===== config.mk =====
export PLATFORM = sky130hd
export DESIGN_NAME = writeback_unit_flat
export DESIGN_NICKNAME = d
export VERILOG_FILES = /design/src/rtl/writeback_unit_if.sv /design/src/rtl/writeback_unit.sv /design/src/flat_wrapper.sv
export SDC_FILE = /design/constraint.sdc
export NUM_CORES = 1
export LEC_CHECK = 0
export ABC_CLOCK_PERIOD_IN_PS = 3650
export BUFFER_PORTS_ARGS = -buffer_cell sky130_fd_sc_hd__buf_2
export CAP_MARGIN = 5
export CORE_MARGIN = 1.5
export CORE_UTILIZATION = 40
export CTS_CLUSTER_DIAMETER = 150
export DETAILED_ROUTE_END_ITERATION = 8
export PLACE_DENSITY_LB_ADDON = 0.08
export SYNTH_ARGS = -nofsm -noshare
export SYNTH_HDL_FRONTEND = slang
export SYNTH_SLANG_ARGS = --single-unit

===== constraint.sdc =====
create_clock -name clk -period 3.65 [get_ports clk]
set_clock_uncertainty 0.05 [all_clocks]
set_input_delay 0.365 -clock clk [delete_from_list [all_inputs] [get_ports clk]]
set_output_delay 0.365 -clock clk [all_outputs]
set_load 0.01 [all_outputs]

===== src/rtl/writeback_unit_if.sv =====
// rtl/writeback_unit_if.sv - instruction handshake bundle for writeback_unit
// Purpose: carries one decoded instruction from the execute stage into the
//   writeback unit, with a valid/ready handshake.
// Signals:
//   in_valid, in_ready         handshake (ready driven by the writeback unit)
//   in_alu_result, in_mem_read write-data candidates; alu result is also the
//                              absolute branch target
//   in_wb_src, in_rf_we, in_rd register-file write control
//   in_flags, in_flag_we       new {N,Z,V} flags and per-bit write mask
//   in_is_branch, in_br_cond,
//   in_br_rel, in_br_offset    branch control
//   in_halt                    HLT instruction
// Modports: master = instruction producer, slave = writeback unit.
interface writeback_unit_if #(
  parameter int DATA_W = 16,
  parameter int REG_AW = 4
);
  logic              in_valid;
  logic              in_ready;
  logic [DATA_W-1:0] in_alu_result;
  logic [DATA_W-1:0] in_mem_read;
  logic              in_wb_src;
  logic              in_rf_we;
  logic [REG_AW-1:0] in_rd;
  logic [2:0]        in_flags;
  logic [2:0]        in_flag_we;
  logic              in_is_branch;
  logic [2:0]        in_br_cond;
  logic              in_br_rel;
  logic [DATA_W-1:0] in_br_offset;
  logic              in_halt;

  modport master (
    output in_valid, in_alu_result, in_mem_read, in_wb_src, in_rf_we, in_rd,
           in_flags, in_flag_we, in_is_branch, in_br_cond, in_br_rel,
           in_br_offset, in_halt,
    input  in_ready
  );

  modport slave (
    input  in_valid, in_alu_result, in_mem_read, in_wb_src, in_rf_we, in_rd,
           in_flags, in_flag_we, in_is_branch, in_br_cond, in_br_rel,
           in_br_offset, in_halt,
    output in_ready
  );
endinterface


===== src/rtl/writeback_unit.sv =====
// rtl/writeback_unit.sv - writeback stage: register write, flags, PC and branch redirect
// Purpose: commits one instruction per accepted handshake: registered
//   register-file write, flag update, PC advance or branch redirect, and HLT.
// Ports:
//   clk, rst_n    clock and synchronous active-low reset
//   ins           instruction handshake bundle (slave side)
//   stall         downstream hold request; blocks acceptance
//   pc, flags     architectural PC and {N,Z,V} flag registers
//   rf_we, rf_waddr, rf_wdata   registered register-file write port
//   redirect, redirect_pc       one-cycle taken-branch pulse and its target
//   halted        unit is in the HALT state
module writeback_unit #(
  parameter int DATA_W      = 16,
  parameter int REG_AW      = 4,
  parameter int INSTR_BYTES = 2,
  parameter int RESET_PC    = 0
) (
  input  logic              clk,
  input  logic              rst_n,
  writeback_unit_if.slave   ins,
  input  logic              stall,
  output logic [DATA_W-1:0] pc,
  output logic [2:0]        flags,
  output logic              rf_we,
  output logic [REG_AW-1:0] rf_waddr,
  output logic [DATA_W-1:0] rf_wdata,
  output logic              redirect,
  output logic [DATA_W-1:0] redirect_pc,
  output logic              halted
);

  typedef enum logic {RUN = 1'b0, HALT = 1'b1} state_t;

  state_t            state_q, state_d;
  logic [DATA_W-1:0] pc_q, pc_d;
  logic [2:0]        flags_q, flags_d;
  logic              rf_we_q, rf_we_d;
  logic [REG_AW-1:0] rf_waddr_q, rf_waddr_d;
  logic [DATA_W-1:0] rf_wdata_q, rf_wdata_d;
  logic              redirect_q, redirect_d;
  logic [DATA_W-1:0] redirect_pc_q, redirect_pc_d;

  logic              accept;
  logic              cond_true;
  logic              taken;
  logic [DATA_W-1:0] pc_seq;
  logic [DATA_W-1:0] target;
  logic              flag_n, flag_z, flag_v;

  assign ins.in_ready = !stall && (state_q == RUN);
  assign accept       = ins.in_valid && ins.in_ready;

  // Conditions look at the flags as they stood before this instruction,
  // so an instruction that both sets flags and branches sees the old values.
  assign flag_n = flags_q[2];
  assign flag_z = flags_q[1];
  assign flag_v = flags_q[0];

  always_comb begin
    cond_true = 1'b0;
    case (ins.in_br_cond)
      3'b000: cond_true = !flag_z;
      3'b001: cond_true = flag_z;
      3'b010: cond_true = !flag_z && !flag_n;
      3'b011: cond_true = flag_n;
      3'b100: cond_true = flag_z || (!flag_z && !flag_n);
      3'b101: cond_true = flag_n || flag_z;
      3'b110: cond_true = flag_v;
      3'b111: cond_true = 1'b1;
    endcase
  end

  // PC arithmetic truncates to DATA_W bits, so wrap-around is implicit.
  assign pc_seq = pc_q + DATA_W'(INSTR_BYTES);
  assign target = ins.in_br_rel ? (pc_seq + ins.in_br_offset) : ins.in_alu_result;
  assign taken  = accept && ins.in_is_branch && !ins.in_halt && cond_true;

  always_comb begin
    state_d       = state_q;
    pc_d          = pc_q;
    flags_d       = flags_q;
    rf_we_d       = 1'b0;
    rf_waddr_d    = rf_waddr_q;
    rf_wdata_d    = rf_wdata_q;
    redirect_d    = 1'b0;
    redirect_pc_d = redirect_pc_q;

    if (accept) begin
      rf_we_d    = ins.in_rf_we && !ins.in_halt;
      rf_waddr_d = ins.in_rd;
      rf_wdata_d = ins.in_wb_src ? ins.in_mem_read : ins.in_alu_result;
      flags_d    = (ins.in_flags & ins.in_flag_we) | (flags_q & ~ins.in_flag_we);

      if (ins.in_halt) begin
        state_d = HALT;
      end else if (taken) begin
        pc_d          = target;
        redirect_d    = 1'b1;
        redirect_pc_d = target;
      end else begin
        pc_d = pc_seq;
      end
    end
  end

  always_ff @(posedge clk) begin
    if (!rst_n) begin
      state_q       <= RUN;
      pc_q          <= DATA_W'(RESET_PC);
      flags_q       <= 3'b000;
      rf_we_q       <= 1'b0;
      rf_waddr_q    <= '0;
      rf_wdata_q    <= '0;
      redirect_q    <= 1'b0;
      redirect_pc_q <= '0;
    end else begin
      state_q       <= state_d;
      pc_q          <= pc_d;
      flags_q       <= flags_d;
      rf_we_q       <= rf_we_d;
      rf_waddr_q    <= rf_waddr_d;
      rf_wdata_q    <= rf_wdata_d;
      redirect_q    <= redirect_d;
      redirect_pc_q <= redirect_pc_d;
    end
  end

  assign pc          = pc_q;
  assign flags       = flags_q;
  assign rf_we       = rf_we_q;
  assign rf_waddr    = rf_waddr_q;
  assign rf_wdata    = rf_wdata_q;
  assign redirect    = redirect_q;
  assign redirect_pc = redirect_pc_q;
  assign halted      = (state_q == HALT);

endmodule


===== src/flat_wrapper.sv =====
// flat-port wrapper written by rule: the top's interface ports become plain ports
module writeback_unit_flat 
#(
  parameter int DATA_W      = 16,
  parameter int REG_AW      = 4,
  parameter int INSTR_BYTES = 2,
  parameter int RESET_PC    = 0
)
  (clk, rst_n, stall, pc, flags, rf_we, rf_waddr, rf_wdata, redirect, redirect_pc, halted, ins_in_valid, ins_in_alu_result, ins_in_mem_read, ins_in_wb_src, ins_in_rf_we, ins_in_rd, ins_in_flags, ins_in_flag_we, ins_in_is_branch, ins_in_br_cond, ins_in_br_rel, ins_in_br_offset, ins_in_halt, ins_in_ready);
  writeback_unit_if #(.DATA_W(DATA_W), .REG_AW(REG_AW)) ins_i ();
  input  logic clk;
  input  logic rst_n;
  input  logic stall;
  output logic [DATA_W-1:0] pc;
  output logic [2:0] flags;
  output logic rf_we;
  output logic [REG_AW-1:0] rf_waddr;
  output logic [DATA_W-1:0] rf_wdata;
  output logic redirect;
  output logic [DATA_W-1:0] redirect_pc;
  output logic halted;
  input wire logic [$bits(ins_i.in_valid)-1:0] ins_in_valid;
  input wire logic [$bits(ins_i.in_alu_result)-1:0] ins_in_alu_result;
  input wire logic [$bits(ins_i.in_mem_read)-1:0] ins_in_mem_read;
  input wire logic [$bits(ins_i.in_wb_src)-1:0] ins_in_wb_src;
  input wire logic [$bits(ins_i.in_rf_we)-1:0] ins_in_rf_we;
  input wire logic [$bits(ins_i.in_rd)-1:0] ins_in_rd;
  input wire logic [$bits(ins_i.in_flags)-1:0] ins_in_flags;
  input wire logic [$bits(ins_i.in_flag_we)-1:0] ins_in_flag_we;
  input wire logic [$bits(ins_i.in_is_branch)-1:0] ins_in_is_branch;
  input wire logic [$bits(ins_i.in_br_cond)-1:0] ins_in_br_cond;
  input wire logic [$bits(ins_i.in_br_rel)-1:0] ins_in_br_rel;
  input wire logic [$bits(ins_i.in_br_offset)-1:0] ins_in_br_offset;
  input wire logic [$bits(ins_i.in_halt)-1:0] ins_in_halt;
  output wire logic [$bits(ins_i.in_ready)-1:0] ins_in_ready;
  assign ins_i.in_valid = ins_in_valid;
  assign ins_i.in_alu_result = ins_in_alu_result;
  assign ins_i.in_mem_read = ins_in_mem_read;
  assign ins_i.in_wb_src = ins_in_wb_src;
  assign ins_i.in_rf_we = ins_in_rf_we;
  assign ins_i.in_rd = ins_in_rd;
  assign ins_i.in_flags = ins_in_flags;
  assign ins_i.in_flag_we = ins_in_flag_we;
  assign ins_i.in_is_branch = ins_in_is_branch;
  assign ins_i.in_br_cond = ins_in_br_cond;
  assign ins_i.in_br_rel = ins_in_br_rel;
  assign ins_i.in_br_offset = ins_in_br_offset;
  assign ins_i.in_halt = ins_in_halt;
  assign ins_in_ready = ins_i.in_ready;
  writeback_unit #(.DATA_W(DATA_W), .REG_AW(REG_AW), .INSTR_BYTES(INSTR_BYTES), .RESET_PC(RESET_PC)) u_core (.clk(clk), .rst_n(rst_n), .ins(ins_i), .stall(stall), .pc(pc), .flags(flags), .rf_we(rf_we), .rf_waddr(rf_waddr), .rf_wdata(rf_wdata), .redirect(redirect), .redirect_pc(redirect_pc), .halted(halted));
endmodule

# [Word level (Yosys, flattened, before mapping)]
# Cells that the tools add are included.
[word_totals] output_inout_bits=59 register_bits=58 input_bits=70
[classes] eq_ne=7 addsub=2 bitwise_logic=8 reduce_logical=19 muxes=5
[ops] op="two-way mux 16 bit" count=3
[ops] op="adder 16 bit" count=1
[ops] op="adder 16 x 2 -> 16 bit, second input constant" count=1
[ops] op="== test 3 bit, second input constant" count=4
[ops] op="case mux 1 bit (8 select lines)" count=1
[ops] op="logical AND 1 bit" count=7
[ops] op="bitwise AND 3 bit" count=2
[ops] op="== test 3 x 2 -> 1 bit, second input constant" count=2
[ops] op="AND reduction 2 bit" count=3
[ops] op="zero test 1 bit" count=4
[ops] op="inverter 1 bit" count=4
[ops] op="== test 3 x 1 -> 1 bit, second input constant" count=1
[ops] op="zero test 3 bit" count=1
[ops] op="inverter 3 bit" count=1
[ops] op="OR 3 bit" count=1
[ops] op="AND reduction 3 bit" count=1
[ops] op="OR reduction 3 bit" count=1
[ops] op="logical OR 1 bit" count=2
[ops] op="two-way mux 1 bit" count=1

# [Depth between registers and ports, before layout]
[logic_depth] word_depth=7 ltp_mapped=13

# [Least setup slack after synthesis]
# OpenSTA, ideal clock, no wires.
[synth_path] kind="register to register" start="register u_core.pc_q[1], in the netlist u_core.pc[1]" end="register u_core.redirect_pc_q[14], in the netlist u_core.redirect_pc[14]" period_less_slack_ps=3143 setup_ps=70 path_slack_ps=507 n_path_buf=0 arrival_ps=3023 required_ps=3530 path_stages_with_launch=13 cell_sequence="dfxtp_1 ha_1 nand3_1 or3_1 nor2_1 xnor2_1 ha_1 a21o_1 a311o_1 a21oi_1 nor3_1 or3b_1 a21oi_1"
[synth_via] elab_chain_cells=3
[synth_lines] item="start, declared" line_no="writeback_unit.sv:35" source="logic [DATA_W-1:0] pc_q, pc_d;"
[synth_lines] item="start signal, assigned" line_no="writeback_unit.sv:109" source="pc_q <= DATA_W'(RESET_PC);"
[synth_lines] item="start signal, assigned" line_no="writeback_unit.sv:118" source="pc_q <= pc_d;"
[synth_lines] item="adder 16 x 2 -> 16 bit" line_no="writeback_unit.sv:74" source="assign pc_seq = pc_q + DATA_W'(INSTR_BYTES);"
[synth_lines] item="adder 16 bit" line_no="writeback_unit.sv:75" source="assign target = ins.in_br_rel ? (pc_seq + ins.in_br_offset) : ins.in_alu_result;"
[synth_lines] item="two-way mux 16 bit" line_no="writeback_unit.sv:75"
[synth_lines] item="end signal, assigned" line_no="writeback_unit.sv:124" source="redirect_pc_q <= redirect_pc_d;"
[synth_lines] item="end, declared" line_no="writeback_unit.sv:41" source="logic [DATA_W-1:0] redirect_pc_q, redirect_pc_d;"
# Every way passes these cells.
# A chain may end at the register's enable or synchronous reset.

# [Final worst setup path]
[layout_path] start="register u_core.pc_q[2], in the netlist u_core.pc[2]" end="register u_core.redirect_pc_q[14], in the netlist u_core.redirect_pc[14]"
# The elaborated chain is that of the path after synthesis.

==> results.toml <==
[placement]
io_buffers = 128
postPlaceCellArea_um2 = 4390
dp_hpwl_mm = 8.95
gp_congestion = 0.853
preCtsSetupSlack_ns = 0.187

[detailed_routing]
drc = 11
dr_total_vias = 3841
wl_mm = 11.8
wl_per_cell_um = 17.3
final_antenna_net_count = 0
drt_iter0_drc = 206
viasPerCell = 5.62
dr.pass1.iters = 7

[power]
powerDensity_nw_per_um2 = 357
p_leak_nw = 2.13
peakVddDrop_v = 0.000161

[final_layout]
syn2layout_area_growth_pct = 26.4
multi_input_area_um2 = 2370
drive_gt1_frac = 0.288
fillerInstances = 902
design_area_um2 = 4620
antenna_cells = 0
ff_latch_area_um2 = 1160
nNetsFinal = 662

[sta]
drv_slew = 0
slew_headroom = 0.474
setup_violations = 0
holdWs_ns = 0.202
post-route-min-period_ns = 3.42
fin_setup_tns_ns = 0
worst_pin_slew_ns = 0.778
hold_viol = 0
period_share = 0.936
fmax_mhz = 293
fin_ws_ns = 0.235
rsz0062_at_grt = "no"

[global_route]
grtUsageMet3 = 0.0468
grt_pass1_vias = 3486
antenna_found_initial = 0
grt_pass1_wl_mm = 18.2
grt_max_degree = 44
grt_usage = 0.242
grtUsageMet1 = 0.318
grt_busiest_layer = "met2"
use_met2 = 0.402
overflow = 0

[critical_path]
start_kind = "flop"
worstSetupPathType = "flop to flop"
worstSetupEndpointType = "flop"
crit_arrival_ns = 3.63
crit_fanout = 6
required_ns = 3.87

[synthesis]
ys_top_cells_by_area = "dfxtp_1 (32%), ha_1 (6.8%), nor2_1 (6.1%)"
synthArstFlopShare = 0
syn-num-nets = 542
synthesis.area_um2 = 3660
yosysWarningCount = 0
synth_top_area_share = 0.318
ys_seq_area_frac = 0.318
synth_top_area_cell = "dfxtp_1"
synth.avg_cell_area_um2 = 8.11
synth_cells = 451
synth_edf_count = 0
ys_types = 55
ys_seq_elements = 58
ys.flop_type = "dfxtp_1"

[clock_tree]
clock_path_buffers = 2
tritoncts = "built"
clk_pin_slew_ns = 0.07
cts-root-buf = "clkbuf_8"
cts_sinks = 58
cts_buffers = 9
cts_max_level = 3
clk_latency_ns = 0.35

[floorplanning]
io_pins = 129
die_x_um = 98.6
core_area_um2 = 8810
initial_core_util = 0.415
std_cell_rows = 34
die_h_um = 98.6
dieArea_um2 = 9720

[min_path]
hp-class = "input pin to flop"

[run]
max_cap_violations = 0

[status]
outcome = "finished, violations left"
violations = "design-rule violations"
area by class of cell:
class	instances	share of cell area
Clock buffer	11	0.0306
Sequential cell	58	0.252
Clock inverter	5	0.0168
Timing Repair Buffer	136	0.152
Multi-Input combinational cell	356	0.512
Inverter	10	0.00812
Tap cell	108	0.0292
per-stage QoR:
| step | util | power (mW) | cells |
|---|---|---|---|
| after floorplan | - | 0.866 | 451 |
| after global placement | 0.498 | 0.982 | 668 |
| after detailed placement | 0.498 | 0.984 | 668 |
| after CTS | 0.523 | 1.66 | 684 |
| after global routing | 0.525 | 1.72 | 684 |
| final | 0.525 | 1.65 | 684 |
power breakdown:
group / switching (mW) / internal [mW] / total [mW]
Clock: 0.278 / 0.401 / 0.679
Sequential: 0.0174 / 0.658 / 0.676
Combinational: 0.170 / 0.124 / 0.295
cell usage in the layout, fill, tap and decap left out, types with 3 or more instances in the layout:
cell      netlist  routed
buf_2           5     128
nor2_1         59      59
dfxtp_1        58      57
a21oi_1        40      40
nand2_1        32      32
o21ai_0        30      30
a211oi_1       25      24
mux2i_1        22      22
ha_1           20      20
nand3_1        15      15
xnor2_1        14      13
clkbuf_8        0      10
inv_1           9       9
nand4_1         8       8
a31oi_1         8       8
buf_4           0       8
and3_1          7       7
nor3_1          7       7
or3_1           7       6
a21o_1          6       6
xor2_1          5       5
mux2_2          4       4
o211ai_1        4       4
o31ai_1         3       3
nor4_1          3       3
final timing paths:
kind                    startpoint                endpoint  slack (ns)  cells after the start
max                   u_core.pc[2]  u_core.redirect_pc[14]        0.23                     12
min                   ins_in_rd[2]      u_core.rf_waddr[2]        0.20                      3
max reg2reg           u_core.pc[2]  u_core.redirect_pc[14]        0.23                     12
min reg2reg  u_core.redirect_pc[1]   u_core.redirect_pc[1]        0.40                      2
critical path, stage by stage, from the launching register on:
cell     delay, ns
dfxtp_1       0.43
ha_1          0.17
and3_1        0.15
nand3_1       0.23
nor3_1        0.46
xor2_1        0.27
ha_1          0.32
a21o_1        0.17
a311o_1       0.34
a21oi_1       0.17
nor3_1        0.08
or3b_1        0.37
a21oi_1       0.13
state kept, by name (all words and copies together), names as in the netlist, named ones only:
signal	count
u_core.halted	1
u_core.pc	16
u_core.redirect	1
u_core.redirect_pc	16
u_core.rf_waddr	4
u_core.rf_wdata	16
u_core.rf_we	1
cells by family after synthesis:
group,share of synthesized area
AND/OR/NAND/NOR,0.189
AO/OA/AOI/OAI,0.260
flip-flops,0.318
buffers and inverters,0.0418
multiplexers,0.0726
adder cells (fa/ha/maj),0.0739
XOR/XNOR,0.0455
routing by layer:
layer / up-vias / share of wire
met5: - / 0
met4: 0 / 0.015
met3: 17 / 0.054
met2: 140 / 0.47
met1: 1774 / 0.46
li1: 1910 / -
cells in the mapped netlist, types with 2 or more instances:
master,count
nor4_1,3
mux2_2,4
xor2_1,5
xnor2_1,14
o41ai_1,2
nand3_1,15
clkbuf_1,21
a211oi_1,25
buf_2,5
o211ai_1,4
nand4_1,8
or3_1,7
a21o_1,6
mux2i_1,22
nor2_1,59
o31ai_1,3
o211a_1,2
o21bai_1,2
nor3_1,7
o22ai_1,2
inv_1,9
dfxtp_1,58
a2111oi_0,2
nand3b_1,2
a31oi_1,8
o21ai_0,30
a21oi_1,40
nand2_1,32
a211o_1,2
o311ai_0,2
and3_1,7
ha_1,20
what timing repair did:
item	in CTS	in global routing
setup buffers	0	0
hold buffers	0	0
endpoints found under the setup margin	0	7
resized for setup	0	3
Note: power is estimated with default switching activity, not from simulation.
